### src/rtl/layer_sequencer.sv
// Frame sequencer: launches each inference stage in order, hands it the shared buffers, and times the frame.
// Define SEQ_TIMEOUT_EN to add a per-stage watchdog that parks a hung frame in FAULT.
module layer_sequencer #(
    parameter int NUM_STAGES     = 4,
    parameter int TIMEOUT_CYCLES = 1_000_000,
    parameter int CYC_W          = 32,
    localparam int STAGE_W       = (NUM_STAGES > 1) ? $clog2(NUM_STAGES) : 1
) (
    input  logic                  clk,
    input  logic                  reset,
    input  logic                  start,
    input  logic                  abort,
    output logic [NUM_STAGES-1:0] stage_start,
    input  logic [NUM_STAGES-1:0] stage_done,
    output logic [STAGE_W-1:0]    stage_sel,
    output logic                  busy,
    output logic                  done,
    output logic                  error,
    output logic [CYC_W-1:0]      last_cycles
);

    typedef enum logic [1:0] {
        S_IDLE,
        S_LAUNCH,
        S_WAIT,
        S_FAULT
    } state_t;

    localparam logic [STAGE_W-1:0] LAST_STAGE = STAGE_W'(NUM_STAGES - 1);

    state_t                  state_q, state_d;
    logic [STAGE_W-1:0]      stage_sel_q, stage_sel_d;
    logic [NUM_STAGES-1:0]   stage_start_q, stage_start_d;
    logic                    busy_q, busy_d;
    logic                    done_q, done_d;
    logic [CYC_W-1:0]        last_cycles_q, last_cycles_d;
    logic [CYC_W-1:0]        cyc_q, cyc_d;
    logic [CYC_W-1:0]        cyc_inc;
    logic                    sel_done;

`ifdef SEQ_TIMEOUT_EN
    localparam int WD_W = (TIMEOUT_CYCLES > 2) ? $clog2(TIMEOUT_CYCLES) : 1;
    localparam logic [WD_W-1:0] WD_LAST = WD_W'(TIMEOUT_CYCLES - 1);

    logic [WD_W-1:0] wd_q, wd_d;
    logic            error_q, error_d;
`endif

    // Only the selected stage's done bit matters; the others are masked off.
    assign sel_done = |(stage_done & (NUM_STAGES'(1) << stage_sel_q));
    assign cyc_inc  = (&cyc_q) ? cyc_q : cyc_q + CYC_W'(1);

    always_comb begin
        state_d       = state_q;
        stage_sel_d   = stage_sel_q;
        stage_start_d = '0;
        done_d        = 1'b0;
        last_cycles_d = last_cycles_q;
        cyc_d         = cyc_q;
`ifdef SEQ_TIMEOUT_EN
        wd_d          = wd_q;
        error_d       = error_q;
`endif

        case (state_q)
            S_IDLE: begin
                cyc_d = '0;
                if (start && !abort) begin
                    state_d     = S_LAUNCH;
                    stage_sel_d = '0;
                end
            end
            S_LAUNCH: begin
                cyc_d   = cyc_inc;
                state_d = S_WAIT;
`ifdef SEQ_TIMEOUT_EN
                wd_d    = '0;
`endif
            end
            S_WAIT: begin
                cyc_d = cyc_inc;
                if (sel_done) begin
                    if (stage_sel_q == LAST_STAGE) begin
                        state_d       = S_IDLE;
                        stage_sel_d   = '0;
                        done_d        = 1'b1;
                        last_cycles_d = cyc_inc;
                    end else begin
                        state_d     = S_LAUNCH;
                        stage_sel_d = stage_sel_q + STAGE_W'(1);
                    end
                end
`ifdef SEQ_TIMEOUT_EN
                // A done landing on the final allowed cycle still wins over the timeout.
                else if (wd_q == WD_LAST) begin
                    state_d = S_FAULT;
                    error_d = 1'b1;
                end else begin
                    wd_d = wd_q + WD_W'(1);
                end
`endif
            end
            S_FAULT: begin
                cyc_d = '0;
                if (start) begin
                    state_d     = S_LAUNCH;
                    stage_sel_d = '0;
`ifdef SEQ_TIMEOUT_EN
                    error_d     = 1'b0;
`endif
                end
            end
            default: state_d = S_IDLE;
        endcase

        if (abort && state_q != S_IDLE) begin
            state_d       = S_IDLE;
            stage_sel_d   = '0;
            done_d        = 1'b0;
            last_cycles_d = last_cycles_q;
`ifdef SEQ_TIMEOUT_EN
            error_d       = 1'b0;
`endif
        end

        if (state_d == S_LAUNCH) begin
            stage_start_d = NUM_STAGES'(1) << stage_sel_d;
        end
        busy_d = (state_d == S_LAUNCH) || (state_d == S_WAIT);
    end

    always_ff @(posedge clk) begin
        if (reset) begin
            state_q       <= S_IDLE;
            stage_sel_q   <= '0;
            stage_start_q <= '0;
            busy_q        <= 1'b0;
            done_q        <= 1'b0;
            last_cycles_q <= '0;
            cyc_q         <= '0;
`ifdef SEQ_TIMEOUT_EN
            wd_q          <= '0;
            error_q       <= 1'b0;
`endif
        end else begin
            state_q       <= state_d;
            stage_sel_q   <= stage_sel_d;
            stage_start_q <= stage_start_d;
            busy_q        <= busy_d;
            done_q        <= done_d;
            last_cycles_q <= last_cycles_d;
            cyc_q         <= cyc_d;
`ifdef SEQ_TIMEOUT_EN
            wd_q          <= wd_d;
            error_q       <= error_d;
`endif
        end
    end

    assign stage_start = stage_start_q;
    assign stage_sel   = stage_sel_q;
    assign busy        = busy_q;
    assign done        = done_q;
    assign last_cycles = last_cycles_q;
`ifdef SEQ_TIMEOUT_EN
    assign error       = error_q;
`else
    assign error       = 1'b0;
`endif

endmodule

### config.mk
export PLATFORM = sky130hd
export DESIGN_NAME = layer_sequencer
export DESIGN_NICKNAME = d
export VERILOG_FILES = /design/src/rtl/layer_sequencer.sv
export SDC_FILE = /design/constraint.sdc
export NUM_CORES = 1
export LEC_CHECK = 0
export ABC_AREA = 1
export CORE_ASPECT_RATIO = 1.5
export CORE_MARGIN = 2
export CORE_UTILIZATION = 35
export CTS_CLUSTER_DIAMETER = 150
export DETAILED_ROUTE_END_ITERATION = 7
export DONT_BUFFER_PORTS = 1
export PLACE_DENSITY = 0.56
export SETUP_SLACK_MARGIN = 0.4
export SYNTH_ARGS = -nofsm -noshare
export SYNTH_HDL_FRONTEND = slang
export SYNTH_SLANG_ARGS = --single-unit
### constraint.sdc
create_clock -name clk -period 5.13 [get_ports clk]
set_input_delay 1.2825 -clock clk [delete_from_list [all_inputs] [get_ports clk]]
set_output_delay 1.2825 -clock clk [all_outputs]
set_load 0.01 [all_outputs]
Yosys cells after proc, flatten, opt, wreduce, memory -nomap -nowiden
Cells that the tools add are included.

Register bits: 74. Bits in latches: 0. RAM bits: 0. Memory bits (read-only): 0. Input bits: 8. Output and inout bits: 41. Logic and storage cells: 50. Memories kept: 0.

Add/subtract/negate cells: 2. $mul: 0. Div/mod/pow operators: 0. $lt $le $gt $ge: 0. Equal/unequal tests: 6. Shift operators: 2. Mux-type cells: 15. Bitwise operators: 5. Reduce and logical (&&, ||, !) cells: 13.

Operators with widths (count): $pmux W32 S2 (1); $add A32 B1 Y32 const B (1); $mux W32 (1); $reduce_and A32 Y1 (1); $mux W2 (9); $eq A2 B2 Y1 const B (4); $pmux W2 S4 (1); $reduce_or A4 Y1 (2); $shl A1 B2 Y4 const A (2); $pmux W2 S3 (1); $reduce_or A2 Y1 (3); $and A4 B4 Y4 (1); $eq A2 B1 Y1 const B (2); $not A1 Y1 (4); $reduce_and A4 Y1 (1); $add A2 B1 Y2 const B (1); $logic_and A1 B1 Y1 (2); $logic_not A2 Y1 (1); $mux W1 (2); $reduce_bool A2 Y1 (1); $logic_not A1 Y1 (1); $logic_or A1 B1 Y1 (1).

Depth between registers and ports, before layout
Gate-level depths: netlist of the first run.

Depth in word-level cells: 9. Gate-level depth with buffers: 15. Depth with buffers taken out: 15.

Worst setup path after synthesis of the first run
No wires, ideal clock.

Path kind: input port to flip-flop. Start: input port stage_done[3]. End: register stage_start_q[2] (netlist: stage_start[2]). Setup time: 0.119 ns. Data arrival time: 2.302 ns. Required time: 5.011 ns. Slack: 2.709 ns. Stages: 13. Path buffers: 0. Path through: nand2_1 -> nand2_1 -> nor2_1 -> nor2_1 -> nand2_1 -> nand2_1 -> inv_1 -> nor3_1 -> ha_1 -> inv_1 -> nor2_1 -> nand3_1 -> nor2_1.

Longest elaborated chain between the ends: 8. Elaborated cells between the ends (all ways): 12. Those cells by class: eq/ne (1); shift (1); mux (6); bitwise (2); reduce/logical (2).

RTL lines: start, declared (line 14) `input logic [NUM_STAGES-1:0] stage_done,`; $and A4 B4 Y4 (line 50) `assign sel_done = |(stage_done & (NUM_STAGES'(1) << stage_sel_q));`; $reduce_or A4 Y1 (line 50); $mux W2 (line 82) `if (sel_done) begin`; $pmux W2 S4 (line 65) `case (state_q)`; $mux W2 (line 116) `if (abort && state_q != S_IDLE) begin`; via state_d[0] (line 31) `state_t state_q, state_d;`; $eq A2 B1 Y1 (line 126) `if (state_d == S_LAUNCH) begin`; $not A1 Y1 (no line); $reduce_or A2 Y1 (no line); end signal, assigned (line 148) `stage_start_q <= stage_start_d;`; end, declared (line 33) `logic [NUM_STAGES-1:0] stage_start_q, stage_start_d;`.

The timed path passes the listed nets, and every way through them passes these cells. A chain may end at the register's enable or synchronous reset.

Worst setup path after layout of the first run
Start: register cyc_q[0]. End: register last_cycles_q[25] (netlist: last_cycles[25]).

Longest elaborated chain between the ends: 2. Elaborated cells between the ends (all ways): 3. Those cells by class: add/sub (1); mux (1); reduce/logical (1).

RTL lines: start, declared (line 37) `logic [CYC_W-1:0] cyc_q, cyc_d;`; start signal, assigned (line 152) `cyc_q <= cyc_d;`; $add A32 B1 Y32 / $reduce_and A32 Y1 (equally long branches) (line 51) `assign cyc_inc = (&cyc_q) ? cyc_q : cyc_q + CYC_W'(1);`; $mux W32 * (line 51); end signal, assigned (line 151) `last_cycles_q <= last_cycles_d;`; end, declared (line 36) `logic [CYC_W-1:0] last_cycles_q, last_cycles_d;`.

Every way passes the cells marked *; elsewhere a longest branch is shown, timed or not.

==> results of run 1 <==
## through the flow
step | power, mW | cell area (um^2)
final | 1.34 | 4170
after global routing | 1.40 | 4170
after CTS | 1.36 | 4170
after detailed placement | 0.679 | 3850
after global placement | 0.679 | 3850
after floorplan | 0.665 | 3780
## worst paths after layout
kind | start | to | slack [ps] | depth (start not counted)
max | cyc_q[0] | last_cycles[25] | 2370 | 9
min | cyc_q[9] | cyc_q[9] | 560 | 2
max reg2reg | cyc_q[0] | last_cycles[25] | 2370 | 9
min reg2reg | cyc_q[9] | cyc_q[9] | 560 | 2
## layout make-up
| type | instances | area share |
|---|---|---|
| repair buffers | 1 | 0.00180 |
| multi-input cells | 397 | 0.461 |
| inverters | 69 | 0.0621 |
| well taps | 144 | 0.0432 |
| clock inverters | 6 | 0.0216 |
| flip-flops and latches | 74 | 0.355 |
| clock buffers | 10 | 0.0549 |
## report_power, final
part / total [mW] / internal (mW) / switching [mW] / leakage, nW
combinational: 0.0699 / 0.0189 / 0.0510 / 1.04
sequential: 0.595 / 0.584 / 0.0110 / 0.597
clock: 0.680 / 0.428 / 0.252 / 0.153
## worst max-delay path: cells and delay by family, from the launching register on
family / cells / cell delay [ps]
and+or+nand+nor: 7 / 1690
buffers and inverters: 1 / 100
adders and majority gates: 1 / 420
DFF: 1 / 470
## per-layer routing
metal	up-vias	global-route usage
li1	1739	-
met1	1481	0.185
met5	-	0
met4	0	0.0859
met3	18	0.0477
met2	68	0.308
## registers in the layout (all words and copies together) (netlist names)
| name | flops |
|---|---|
| cyc_q | 32 |
| last_cycles | 32 |
| stage_start | 4 |
| stage_sel | 2 |
| state_q | 2 |
| busy | 1 |
| done | 1 |
## cells in the mapped netlist
cell type | n | area (um^2)
or2_1 | 1 | 6.26
nor2_1 | 98 | 368
conb_1 | 1 | 3.75
clkbuf_2 | 1 | 5.00
buf_2 | 7 | 35.0
xnor2_1 | 7 | 61.3
a21oi_2 | 4 | 35.0
o211a_1 | 3 | 30.0
o21ai_1 | 1 | 5.00
a31oi_2 | 3 | 37.5
buf_4 | 1 | 7.51
inv_1 | 63 | 236
nand3_1 | 51 | 255
nand4_1 | 8 | 50.1
a21oi_1 | 6 | 30.0
nor2_2 | 2 | 12.5
nor3_1 | 1 | 5.00
nand2_4 | 1 | 11.3
inv_2 | 6 | 22.5
nor4_1 | 1 | 6.26
nor2_8 | 1 | 20.0
nor3_4 | 1 | 16.3
dfxtp_1 | 74 | 1480
o21ai_0 | 19 | 95.1
nand3b_1 | 7 | 52.6
a31oi_1 | 1 | 6.26
nand2_1 | 152 | 571
ha_1 | 6 | 75.1
clkbuf_1 | 4 | 15.0
buf_6 | 5 | 56.3
or2_2 | 4 | 25.0
buf_1 | 1 | 3.75
nor2_4 | 3 | 33.8
o21a_1 | 12 | 90.1
nand2_2 | 3 | 18.8
## cell families after synthesis
logic type | Yosys count | share of synthesized area
AO/OA/AOI/OAI | 49 | 0.0870
XOR/XNOR | 7 | 0.0162
adder cells (fa/ha/maj) | 6 | 0.0198
buffers and inverters | 88 | 0.101
flip-flops | 74 | 0.392
other | 1 | 0.000991
AND/OR/NAND/NOR | 334 | 0.384
==> metrics, run 1 <==
commonest non-fill, non-tap cell in the layout=nand2_1; min Tclk post-route=approximately 2800 ps; post-route ant nets=0; highest routed layer=met4; Distinct cells, synth=35; commonest cells after routing, fill and taps aside=152 x nand2_1, 98 x nor2_1, 74 x dfxtp_1, 63 x inv_1, 51 x nand3_1; Synth warnings=0; largest net degree at the start of global routing=50; Pre-Repair DR Iteration Count=5; fmax=0.362 GHz; met2 routed WL=5040 um; CP cell instances=ha_1 -> inv_2 -> nor2_4 -> nand2_4 -> nor2_8 -> nand2_2 -> nand3_1 -> nor2_1 -> nor2_1; Critical-path top delay cell=nand2_2; initial antenna violation count=0; status=completed; worst-margin pin slew=around 1000 ps; chip height=between 100 and 150 um; Worst-path clk slew=60 ps; Cell Area, Synth=roughly 3800 um^2; HPWL after DPL=a little over 7000 um; H-tree level count=3; max cap viols=0; leakage power=1.79 nW; PD cells=323 nW/um^2; Worst EP arrival=between 3000 and 4000 ps; final setup fails=0; # DRC=0; Worst Setup Start Kind=flop; number of core rows=46; Max stage delay on crit path=between 500 and 600 ps; CP Data Required Time=between 5000 and 6000 ps; nets=~570; PortBufs=0; multi-input logic area=between 1500 and 2000 um^2; WL final=around 9400 um; worst-case clock buffer depth=2; post-CTS setup buffers=0; CP Class=reg2reg; TritonCTS clock tree=built; CP endpoint kind=flop; first-pass GRT wire length=approximately 16000 um; Synthesized Nets=roughly 570; Avg Inst Size Synth=~6.8 um^2; diodes inserted=0; slack of the critical path=roughly 2400 ps; final worst path period share=0.538; hold buffer count at CTS=0; GRT Overall Usage=0.175; fillers=1138; hold slack=between 500 and 600 ps; pre-CTS WS=2250 ps; crit-path max FO=49; vias in the first global route=around 3200; CTS-repair resized insts=0; #FFs+latches synth=74; area of the die=11700 um^2; met3 WL=around 440 um; number of CTS-inserted buffers=9; Core Area=between 10000 and 15000 um^2; skew final=9.61 ps; CTS sink count=74; IO Count=49; unrepaired setup endpoints after global routing=false; CP dominant cell by count=nor2_1; Overflow after GRT=0; routed length per instance=13.4 um; Initial DRC Count=between 150 and 200; Seq/Total Area, Yosys=0.392; Cells after DPL=685; Initial Util=0.359; Util after Layout=0.396; Final Max Slew Viols=0; Clk Latency, worst-skew pair=340 ps; Hold Crit Class=reg2reg; routed vias=3306; final hold vios=0; fin cells=roughly 700; routability cong.=0.864; die width=about 89 um; CTS root buf=clkbuf_16; Peak VDD IR=roughly 130 uV; Max transition margin=0.322; M1 wire length=3560 um; proportion of layout cells with a drive suffix above 1=0.0790; Layout area overhead=10.2%; vias per cell=4.72; Mapped Cells=about 560; area occupied by registers=approximately 1500 um^2; TNS Setup=0 ps
No activity file was read; power rests on OpenSTA's default activity.
==> inputs of run 2 (changes only) <==
PLACE_DENSITY = 0.58   (was 0.56)
clock period = 2.38 ns   (was 5.13 ns; I/O delays follow)
==> run 2 against run 1 <==
Setup slack worse by 1800 ps. Critical endpoint is now stage_start[2]. Flip-flop and latch count unchanged. Global-route usage decreased by 0.29 points. Power increased by 110%. Sequential power grew 120%. Die area is the same. Non-clock buffer count is 7 higher. Final cell count rose by 1.0%.
==> metrics, run 2 (same netlist as run 1, synthesis figures left out) <==
status=completed (unchanged); commonest non-fill, non-tap cell in the layout=nand2_1 (unchanged); CP Class=reg2reg (unchanged); Initial DRC Count=214 (was 159); Core Area=10500 um^2 (unchanged); crit-path max FO=4 (was 49); post-route ant nets=0 (unchanged); hold slack=312 ps (was 557 ps); Overflow after GRT=0 (unchanged); max cap viols=0 (unchanged); vias per cell=4.64 (was 4.72); leakage power=1.83 nW (was 1.79 nW); fmax=0.546 GHz (was 0.362 GHz); Clk Latency, worst-skew pair=340 ps (about the same); Worst-path clk slew=60 ps (about the same); skew final=6.04 ps (was 9.61 ps); proportion of layout cells with a drive suffix above 1=0.106 (was 0.0790); chip height=131 um (unchanged); # DRC=0 (unchanged); TritonCTS clock tree=built (unchanged); commonest cells after routing, fill and taps aside=152 x nand2_1, 94 x nor2_1, 72 x dfxtp_1, 62 x inv_1, 51 x nand3_1 (was 152 x nand2_1, 98 x nor2_1, 74 x dfxtp_1, 63 x inv_1, 51 x nand3_1); first-pass GRT wire length=15300 um (was 15500 um); Worst EP arrival=2060 ps (was 3040 ps); nets=573 (was 566); area of the die=11700 um^2 (unchanged); Initial Util=0.359 (unchanged); CP endpoint kind=flop (unchanged); Final Max Slew Viols=0 (unchanged); hold buffer count at CTS=0 (unchanged); PD cells=661 nW/um^2 (was 323 nW/um^2); initial antenna violation count=0 (unchanged); min Tclk post-route=1830 ps (was 2760 ps); unrepaired setup endpoints after global routing=false (unchanged); final hold vios=0 (unchanged); PortBufs=0 (unchanged); diodes inserted=0 (unchanged); routability cong.=0.868 (was 0.864); CTS root buf=clkbuf_16 (unchanged); CTS sink count=74 (unchanged); Layout area overhead=12.0% (was 10.2%); Peak VDD IR=282 uV (was 134 uV); worst-case clock buffer depth=2 (unchanged); IO Count=49 (unchanged); die width=88.9 um (unchanged); TNS Setup=0 ps (unchanged); number of core rows=46 (unchanged); routed vias=3288 (was 3306); WL final=9700 um (was 9420 um); Worst Setup Start Kind=flop (unchanged); final setup fails=0 (unchanged); Pre-Repair DR Iteration Count=4 (was 5); largest net degree at the start of global routing=31 (was 50); CP Data Required Time=2610 ps (was 5410 ps); routed length per instance=13.7 um (was 13.4 um); vias in the first global route=3088 (was 3185); HPWL after DPL=7500 um (was 7220 um); final worst path period share=0.770 (was 0.538); Hold Crit Class=in2reg (was reg2reg); H-tree level count=3 (unchanged); GRT Overall Usage=0.172 (was 0.175); number of CTS-inserted buffers=9 (unchanged)
==> run 2: cell types whose count changed in the layout (fill, tap and decap cells not counted), moves of 2 or more <==
cell        change
buf_4           +6
nor2_1          -4
nor2_2          +4
clkinvlp_4      +2
dfxtp_1         -2
dfxtp_4         +2
==> run 2: critical path: stages (launching register included) <==
cell and delay [ps]:
dfxtp_4 380, inv_2 60, ha_1 190, nand2_1 60, nand2_1 60, nor2_2 210, nor2_2 60, nand2_1 80
nand2_1 60, inv_1 90, nor3_2 50, ha_1 190, inv_1 70, nor2_2 40, nand3_1 90, nor2_1 50
==> run 2: where the power goes <==
group	switching (mW)	leakage [nW]	internal [mW]
Sequential	0.0216	0.598	1.26
Clock	0.535	0.135	0.813
Combinational	0.125	1.09	0.0504
==> run 2: cell type report <==
cell class                      count  area [um^2]
Inverter                           69          259
Clock buffer                       10          229
Tap cell                          144          180
Timing Repair Buffer                8         72.6
Clock inverter                      6         66.3
Multi-Input combinational cell    397         1940
Sequential cell                    74         1490
Fill cell                        1122         6290
==> run 2: metal layers <==
metal	wire length, um	track usage
met4	236	0.0707
met1	3820	0.184
met2	5290	0.315
met5	0	0
met3	346	0.0345
==> run 2: stage by stage <==
step                instance area (um^2)  utilization  instances  total power [mW]  worst slack, ps
floorplan                           3780            -        559              1.43              540
finish                              4240        0.402        708              2.80              548
detailed placement                  3910        0.372        692              1.48              350
CTS                                 4210        0.400        708              2.82              418
global route                        4240        0.402        708              2.91              402
global placement                    3910        0.372        692              1.47              431
==> run 2: repair_timing <==
action | CTS | global route
setup buffers | 0 | 0
setup endpoints to repair | 4 | 21
gates resized for setup | 1 | 11
==> run 2: worst paths after layout <==
| path | to | from | cells after the start | slack (ps) |
|---|---|---|---|---|
| max | stage_start[2] | stage_sel[0] | 15 | 550 |
| min | stage_sel[0] | reset | 1 | 310 |
| max reg2reg | stage_start[2] | stage_sel[0] | 15 | 550 |
| min reg2reg | cyc_q[9] | cyc_q[9] | 2 | 560 |
==> inputs of run 3 (changes only) <==
PLACE_DENSITY = 0.56   (was 0.58)
clock period = 1.9 ns   (was 2.38 ns; I/O delays follow)
==> run 3 against run 2 <==
Die area stayed put. Worst hold slack worse by 120 ps. Design area is 36% higher. Register-to-register slack worse by 360 ps. Non-clock buffer count is 44 higher. Combinational power is 88% higher. Via count is 15% higher. Setup slack worse by 360 ps. First-iteration DRC count is 23% higher. Flip-flop and latch count stayed put.
==> metrics, run 3 (same netlist as run 1, synthesis figures left out) <==
routability cong.=0.910 (was 0.868); routed vias=3774 (was 3288); CP cell instances=inv_4 -> ha_4 -> nand2_2 -> nand2_2 -> nor2_4 -> nor2_2 -> nand2_1 -> nand2_1 -> inv_2 -> nor3_2 -> ha_2 -> inv_2 -> nor2_4 -> nand3_2 -> nor2_1 (was inv_2 -> ha_1 -> nand2_1 -> nand2_1 -> nor2_2 -> nor2_2 -> nand2_1 -> nand2_1 -> inv_1 -> nor3_2 -> ha_1 -> inv_1 -> nor2_2 -> nand3_1 -> nor2_1); Layout area overhead=52.7% (was 12.0%); initial antenna violation count=0 (unchanged); hold buffer count at CTS=0 (unchanged); largest net degree at the start of global routing=20 (was 31); GRT Overall Usage=0.201 (was 0.172); Hold Path Depth=1 (unchanged); Sw Ratio=0.241 (was 0.243); Critical-path top delay cell=dfxtp_4 (unchanged); Internal=2.87 mW (was 2.12 mW); CP endpoint kind=flop (unchanged); Max stage delay on crit path=390 ps (was 380 ps); CP Class=reg2reg (unchanged); R2R depth=15 (unchanged); area occupied by registers=1530 um^2 (was 1490 um^2); CP Data Required Time=2180 ps (was 2610 ps); H-tree level count=3 (unchanged); buffer and inverter count on the worst path=3 (unchanged); worst setup path start=stage_sel[1] (was stage_sel[0]); Comb pwr share=0.087 (was 0.063); vias in the first global route=3502 (was 3088); Reg-to-Reg Start=stage_sel[1] (was stage_sel[0]); Clk Latency, worst-skew pair=340 ps (about the same); CTS root buf=clkbuf_16 (unchanged); Initial Util=0.359 (unchanged); worst-case clock buffer depth=2 (unchanged); Hold Crit Class=in2reg (unchanged); HPWL after DPL=7310 um (was 7500 um); proportion of layout cells with a drive suffix above 1=0.412 (was 0.106); first-pass GRT wire length=17800 um (was 15300 um); status=completed (unchanged); fmax=0.584 GHz (was 0.546 GHz); Overflow after GRT=0 (unchanged); Initial DRC Count=263 (was 214); Clock Power Share=0.489 (was 0.481); crit-path max FO=5 (was 4); skew final=8.05 ps (was 6.04 ps); final worst path period share=0.901 (was 0.770); Worst Setup Start Kind=flop (unchanged); post-route ant nets=0 (unchanged); CTS sink count=74 (unchanged); max cap viols=0 (unchanged); Peak VDD IR=396 uV (was 282 uV); IO Count=49 (unchanged); number of core rows=46 (unchanged); TritonCTS clock tree=built (unchanged); Final Max Slew Viols=0 (unchanged); unrepaired setup endpoints after global routing=true (was false); Pre-Repair DR Iteration Count=7 (was 4); slack of the critical path=189 ps (was 548 ps); final hold vios=0 (unchanged); area of the die=11700 um^2 (unchanged); TNS Setup=0 ps (unchanged); Core Area=10500 um^2 (unchanged); delay-heaviest family, CP=simple AND/OR/NAND/NOR gates (unchanged); NetSw=0.913 mW (was 0.681 mW); number of CTS-inserted buffers=9 (unchanged); multi-input logic area=2650 um^2 (was 1940 um^2); chip height=131 um (unchanged); commonest cells after routing, fill and taps aside=122 x nand2_1, 57 x inv_1, 51 x nor2_1, 48 x dfxtp_1 (was 152 x nand2_1, 94 x nor2_1, 72 x dfxtp_1, 62 x inv_1, 51 x nand3_1); Worst-path clk slew=60 ps (about the same); diodes inserted=0 (unchanged); die width=88.9 um (unchanged); PD cells=654 nW/um^2 (was 661 nW/um^2); PortBufs=0 (unchanged); Seq pwr share=0.424 (was 0.456); vias per cell=5.00 (was 4.64); Worst EP arrival=1990 ps (was 2060 ps); nets=620 (was 573); routed length per instance=16.4 um (was 13.7 um); final setup fails=0 (unchanged); commonest non-fill, non-tap cell in the layout=nand2_1 (unchanged); Hold Crit Start=reset (unchanged); pre-CTS WS=114 ps (was 350 ps); min Tclk post-route=1710 ps (was 1830 ps); CP Depth=15 (unchanged); # DRC=0 (unchanged); WL final=12400 um (was 9700 um); leakage power=2.42 nW (was 1.83 nW); fillers=938 (was 1122)
## run 3: cell types whose count changed in the layout (fill, tap and decap cells not counted), moves of 14 or more
cell / before / now
nor2_1: 94 / 51
nand2_1: 152 / 122
nand2_2: 2 / 29
nor2_4: 3 / 30
dfxtp_1: 72 / 48
dfxtp_2: 0 / 21
nand3_1: 51 / 30
nor2_2: 6 / 22
o21ai_0: 19 / 4
buf_4: 7 / 21
## run 3: final timing paths
path | slack (ps) | endpoint
max | 190 | stage_start[3]
min | 190 | done
max reg2reg | 190 | stage_start[3]
min reg2reg | 560 | last_cycles[6]
## run 3: layout make-up
type / count / area share
Sequential cell: 74 / 0.264
Timing Repair inverter: 2 / 0.00801
Clock buffer: 11 / 0.0420
Inverter: 69 / 0.0483
Timing Repair Buffer: 52 / 0.135
Tap cell: 144 / 0.0312
Clock inverter: 5 / 0.0132
Multi-Input combinational cell: 398 / 0.458
## run 3: power by group through the flow
stage / combinational, mW / clock, mW / sequential (mW)
floorplan: 0.172 / 0 / 1.64
global placement: 0.228 / 0 / 1.64
detailed placement: 0.231 / 0 / 1.64
CTS: 0.280 / 1.88 / 1.61
global route: 0.364 / 1.95 / 1.61
finish: 0.329 / 1.85 / 1.60
## run 3: through the flow
step	utilization	cell area [um^2]	power (mW)	instances	hold WS (ps)
3_5_place_dp	0.382	4020	1.87	695	544
3_3_place_gp	0.382	4020	1.87	695	547
2_1_floorplan	-	3870	1.81	559	503
6_report	0.549	5780	3.78	755	190
5_1_grt	0.549	5780	3.92	755	180
4_1_cts	0.488	5130	3.76	738	190
## run 3: per-layer routing
| layer | track usage | vias up | routed length [um] |
|---|---|---|---|
| met5 | 0 | - | 0 |
| met4 | 0.109 | 0 | 698 |
| met3 | 0.0396 | 43 | 518 |
| met2 | 0.358 | 103 | 6740 |
| met1 | 0.213 | 1774 | 4450 |
| li1 | - | 1854 | - |
## run 3: repair_timing
action,CTS,global route
resized for setup,132,108
setup buffers,17,10
cloned,10,7
pin swaps,38,33
setup endpoints to repair,69,73
==> variant 1: new RTL, flow settings as in run 1 <==
`CYC_W`: 32 -> 28.
--- a/src/rtl/layer_sequencer.sv
+++ b/src/rtl/layer_sequencer.sv
@@ -5,3 +5,3 @@
     parameter int TIMEOUT_CYCLES = 1_000_000,
-    parameter int CYC_W          = 32,
+    parameter int CYC_W          = 28,
     localparam int STAGE_W       = (NUM_STAGES > 1) ? $clog2(NUM_STAGES) : 1
Ports: changed (resized last_cycles); port bits go from 49 to 45. No check against the original RTL was run, so the function may have changed too.
==> variant 1 against run 1 <==
Sequential cell count is 8 lower; design area shrank 13%; power is 8.2% lower; count of clock-buffer cells in the layout unchanged; synthesized cell count fell by 13%; synthesized area fell by 14%; combinational power is 9.0% lower; routed wire length is 19% lower; worst setup slack gained 6.5 ps; critical path type is now input port to flop; critical endpoint is now last_cycles[20]; largest cell class unchanged; highest routed layer unchanged.
==> variant 1: results (changes against run 1) <==
stage,metric,value,unit,change
run_status,status,"finished, final reports clean",,unchanged
worst_setup_path,"Max FO, Critical Path",27,,was 49
sta,Worst Tran Pin Value,1020,ps,was 1010 ps
clock_network,Longest Clk Path Bufs,2,,unchanged
detailed_routing,drt first pass iters,5,,unchanged
grt,largest net degree at the start of global routing,42,,was 50
place,port buffer count,0,,unchanged
sta,Tcrit/Tclk final,53.7,%,was 53.8%
place,global placement routability congestion,0.921,,was 0.864
layout,"Net count, final",499,,was 566
detailed_routing,drt wl/cell,12.7,um,was 13.4 um
clock_network,H-Tree Depth,3,,unchanged
grt,vias in the first global route,2706,,was 3185
detailed_routing,via count,2875,,was 3306
synth,Synth Net Count,502,,was 573
clock_network,root buf cell,clkbuf_16,,unchanged
synth,post-synthesis sequential area ratio,40.6,%,was 39.2%
hold_path,worst min path class,flop to flop,,unchanged
clock_network,post-CTS sizing,0,,unchanged
clock_network,"Clk Latency, worst-skew pair",330,ps,
sta,Clock Skew,5.84,ps,was 9.61 ps
worst_setup_path,"slowest stage delay, CP",820,ps,was 590 ps
worst_setup_path,CP arrival,2980,ps,was 3040 ps
clock_network,"Reg clk slew, reported paths",50,ps,
synth,ys async rst share,0,%,unchanged
power,maximum vdd drop,0.155,mV,was 0.134 mV
power,P_leak,1.57,nW,was 1.79 nW
grt,gr usage total,16.4,%,was 17.5%
clock_network,setup repair bufs after CTS,0,,unchanged
grt,global-route wire length before repair,12.5,mm,was 15.5 mm
place,Post-DP HPWL,5.78,mm,was 7.22 mm
worst_setup_path,cell family with most CP delay,simple AND/OR/NAND/NOR gates,,unchanged
synth,leading post-synthesis cells by cell area,"dfxtp_1 41%, nand2_1 15%, nor2_1 9.2%",,"was dfxtp_1 39%, nand2_1 15%, nor2_1 9.7%"
clock_network,cts bufs inserted,9,,unchanged
grt,initial antenna violation count,0,,unchanged
synth,"top cells by count, synth","131 x nand2_1, 80 x nor2_1, 66 x dfxtp_1",,"was 152 x nand2_1, 98 x nor2_1, 74 x dfxtp_1"
worst_setup_path,Worst path slowest cell,nor3_4,,was nand2_2
synth,count of cell types in the netlist,31,,was 35
synth,ys flop type,dfxtp_1,,unchanged
layout,Antenna Cells,0,,unchanged
synth,Ys Warns,0,,unchanged
detailed_routing,Initial DRC Count,108,,was 159
layout,layout cells sized above 1,6.54,%,was 7.90%
## variant 1: through the flow
step	cell area [um2]	hold slack, ps	utilization [%]	std cells	setup WS (ps)
6_report	3630	542	39.7	601	2380
5_1_grt	3630	585	39.7	601	2130
4_1_cts	3630	549	39.7	601	2330
3_5_place_dp	3320	540	36.3	586	1970
3_3_place_gp	3320	518	36.3	586	2000
2_1_floorplan	3260	491	-	488	2720
## variant 1: where the power goes
group | internal (mW) | total [mW] | switching [mW]
clock | 0.421 | 0.638 | 0.217
sequential | 0.522 | 0.533 | 0.0107
combinational | 0.0184 | 0.0636 | 0.0452
total | 0.962 | 1.23 | 0.273
## variant 1: layout make-up
class	count	area, um2
sequential	66	1320
multi-input combinational	341	1600
clock inverter	5	80.1
clock buffer	10	229
fill	977	5520
tap	112	140
timing repair buffer	1	7.51
inverter	66	248
## variant 1: per-layer routing
metal  up-vias  GRT usage (%)  wire length [um]  part of all wire [%]
met2        64           28.8              4000                    52
met3        17           4.81               439                   5.8
met5         -              0                 0                     0
li1       1531              -                 -                     -
met1      1263           17.3              2970                    39
met4         0           8.40               212                   2.8
## variant 1: logic make-up (layout without fill, tap and decap cells)
kind of cell    Yosys count  after routing  synth area share, %
compound gates           47             47                 8.37
xor+xnor                  7              7                 1.88
fa+ha+maj                 6              6                 2.30
buf+inv                  81             82                 10.2
flops                    66             66                 40.6
other cells               1              1                0.115
simple gates            280            280                 36.5
## variant 1: final timing paths
check / startpoint / to / slack, ps / depth (start not counted)
setup / recovery: abort / last_cycles[20] / 2380 / 7
hold / removal: cyc_q[1] / cyc_q[1] / 540 / 2
setup reg to reg: cyc_q[0] / last_cycles[1] / 2680 / 11
hold reg to reg: cyc_q[1] / cyc_q[1] / 540 / 2
==> variant 2: new RTL, settings of run 1 <==
Made on the original files. Register the inputs `start`, `abort` and `stage_done` before use, without a reset. The logic sees them one clock later.
--- a/src/rtl/layer_sequencer.sv
+++ b/src/rtl/layer_sequencer.sv
@@ -30,2 +30,12 @@
 
+    logic start_q;
+    logic abort_q;
+    logic [NUM_STAGES-1:0] stage_done_q;
+
+    always_ff @(posedge clk) begin
+        start_q      <= start;
+        abort_q      <= abort;
+        stage_done_q <= stage_done;
+    end
+
     state_t                  state_q, state_d;
@@ -49,3 +59,3 @@
     // Only the selected stage's done bit matters; the others are masked off.
-    assign sel_done = |(stage_done & (NUM_STAGES'(1) << stage_sel_q));
+    assign sel_done = |(stage_done_q & (NUM_STAGES'(1) << stage_sel_q));
     assign cyc_inc  = (&cyc_q) ? cyc_q : cyc_q + CYC_W'(1);
@@ -67,3 +77,3 @@
                 cyc_d = '0;
-                if (start && !abort) begin
+                if (start_q && !abort_q) begin
                     state_d     = S_LAUNCH;
@@ -104,3 +114,3 @@
                 cyc_d = '0;
-                if (start) begin
+                if (start_q) begin
                     state_d     = S_LAUNCH;
@@ -115,3 +125,3 @@
 
-        if (abort && state_q != S_IDLE) begin
+        if (abort_q && state_q != S_IDLE) begin
             state_d       = S_IDLE;
Function: changed (Yosys sat finds a counterexample within 4 cycles, from zero or initial values and one cycle with reset high).
==> variant 2 against run 1 <==
Clock power decreased by 4.4%; worst setup slack improved by 290 ps; design area rose by 2.5%; routed wire length up 1.4%; critical path type unchanged; sequential cell count up 6; synthesized area increased by 3.0%; sequential power up 8.4%; power is 1.8% higher.
==> variant 2: results (changes against run 1) <==
stage,metric,value,unit,change
grt,gr usage total,16.4,%,was 17.5%
layout,Seq/total area,37.5,%,was 35.5%
power,switching share of power,24.4,%,was 23.4%
grt,global-route wire length before repair,15.7,mm,was 15.5 mm
layout,Final clock-cell share,7.15,%,was 7.66%
sta,Clock Skew,4.77,ps,was 9.61 ps
layout,"Net count, final",571,,was 566
layout,fill count,1202,,was 1138
detailed_routing,ANT nets after route,0,,unchanged
layout,layout cells sized above 1,8.54,%,was 7.90%
layout,comb_multi_in,400,,was 397
place,pre-CTS setup slack,2650,ps,was 2250 ps
synth,"top cells by count, synth","153 x nand2_1, 99 x nor2_1, 80 x dfxtp_1",,"was 152 x nand2_1, 98 x nor2_1, 74 x dfxtp_1"
synth,count of cell types in the netlist,33,,was 35
sta,relative slew slack,33.3,%,was 32.2%
synth,Synth Net Count,578,,was 573
detailed_routing,final WL,9.55,mm,was 9.42 mm
layout,number of clock-tree buffers in the layout,9,,was 10
grt,vias in the first global route,3301,,was 3185
layout,Antenna Cells,0,,unchanged
place,Post-DP HPWL,7.09,mm,was 7.22 mm
synth,post-synthesis sequential area ratio,41.1,%,was 39.2%
layout,invs w/o clock,65,,was 69
run_status,status,"finished, final reports clean",,unchanged
clock_network,"Reg clk slew, reported paths",60,ps,about the same
layout,multi-input gate share of total cell area,45.2,%,was 46.1%
detailed_routing,Initial DRC Count,134,,was 159
worst_setup_path,CP arrival,2710,ps,was 3040 ps
clock_network,Longest Clk Path Bufs,2,,unchanged
detailed_routing,vias per cell,4.73,,was 4.72
synth,leading post-synthesis cells by cell area,"dfxtp_1 41%, nand2_1 15%, nor2_1 9.5%",,"was dfxtp_1 39%, nand2_1 15%, nor2_1 9.7%"
grt,largest net degree at the start of global routing,50,,unchanged
worst_setup_path,"Max FO, Critical Path",49,,unchanged
synth,ys async rst share,0,%,unchanged
clock_network,Sink Count,80,,was 74
detailed_routing,drt first pass iters,4,,was 5
place,global placement routability congestion,0.909,,was 0.864
power,P_leak,1.82,nW,was 1.79 nW
hold_path,worst min path class,flop to flop,,unchanged
layout,non-clk buf share,0.176,%,was 0.180%
power,maximum vdd drop,0.199,mV,was 0.134 mV
variant 2: power by group through the flow:
stage / registers (mW) / logic, mW / clock network, mW
CTS: 0.645 / 0.0757 / 0.672
global route: 0.646 / 0.0861 / 0.689
detailed placement: 0.658 / 0.0754 / 0
global placement: 0.659 / 0.0750 / 0
finish: 0.645 / 0.0741 / 0.650
floorplan: 0.657 / 0.0596 / 0
variant 2: worst paths after layout:
check	startpoint	endpoint	slack (ps)	cells past startpoint
max	cyc_q[0]	last_cycles[1]	2660	10
min	cyc_q[9]	cyc_q[9]	570	2
max reg2reg	cyc_q[0]	last_cycles[1]	2660	10
min reg2reg	cyc_q[9]	cyc_q[9]	570	2
variant 2: per-stage QoR:
step           power, mW  area (um2)  instances  hold slack, ps
6_report            1.37        4270        709             565
5_1_grt             1.42        4270        709             592
4_1_cts             1.39        4270        709             568
3_5_place_dp       0.734        3970        693             550
3_3_place_gp       0.734        3970        693             552
2_1_floorplan      0.716        3900        564             503
variant 2: layer usage:
layer  global-route usage, %  up-vias  part of all wire [%]
li1                        -     1759                     -
met1                    16.9     1506                    40
met2                    30.6       76                    52
met3                    4.24       16                   4.5
met4                    8.12        0                   3.4
met5                       0        -                     0
variant 2: worst max-delay path, stage by stage, from the launching register on:
cell and delay (ps):
dfxtp_1 450, ha_1 370, inv_2 90, nor2_4 180
nand2_4 100, nor2_8 150, nand2_2 540, nand2_1 270
nand3_1 100, nand2_1 90, inv_1 30
variant 2: cells by family (layout without fill, tap and decap cells):
group	after synthesis	in the layout	synth area share [%]
and+or+nand+nor	338	338	37.6
buffers and inverters	84	82	9.47
DFF	80	80	41.1
AOI/OAI and AO/OA	48	48	8.25
xor gates and xnor gates	7	7	1.57
adders and majority gates	6	6	1.93
other	1	1	0.0962
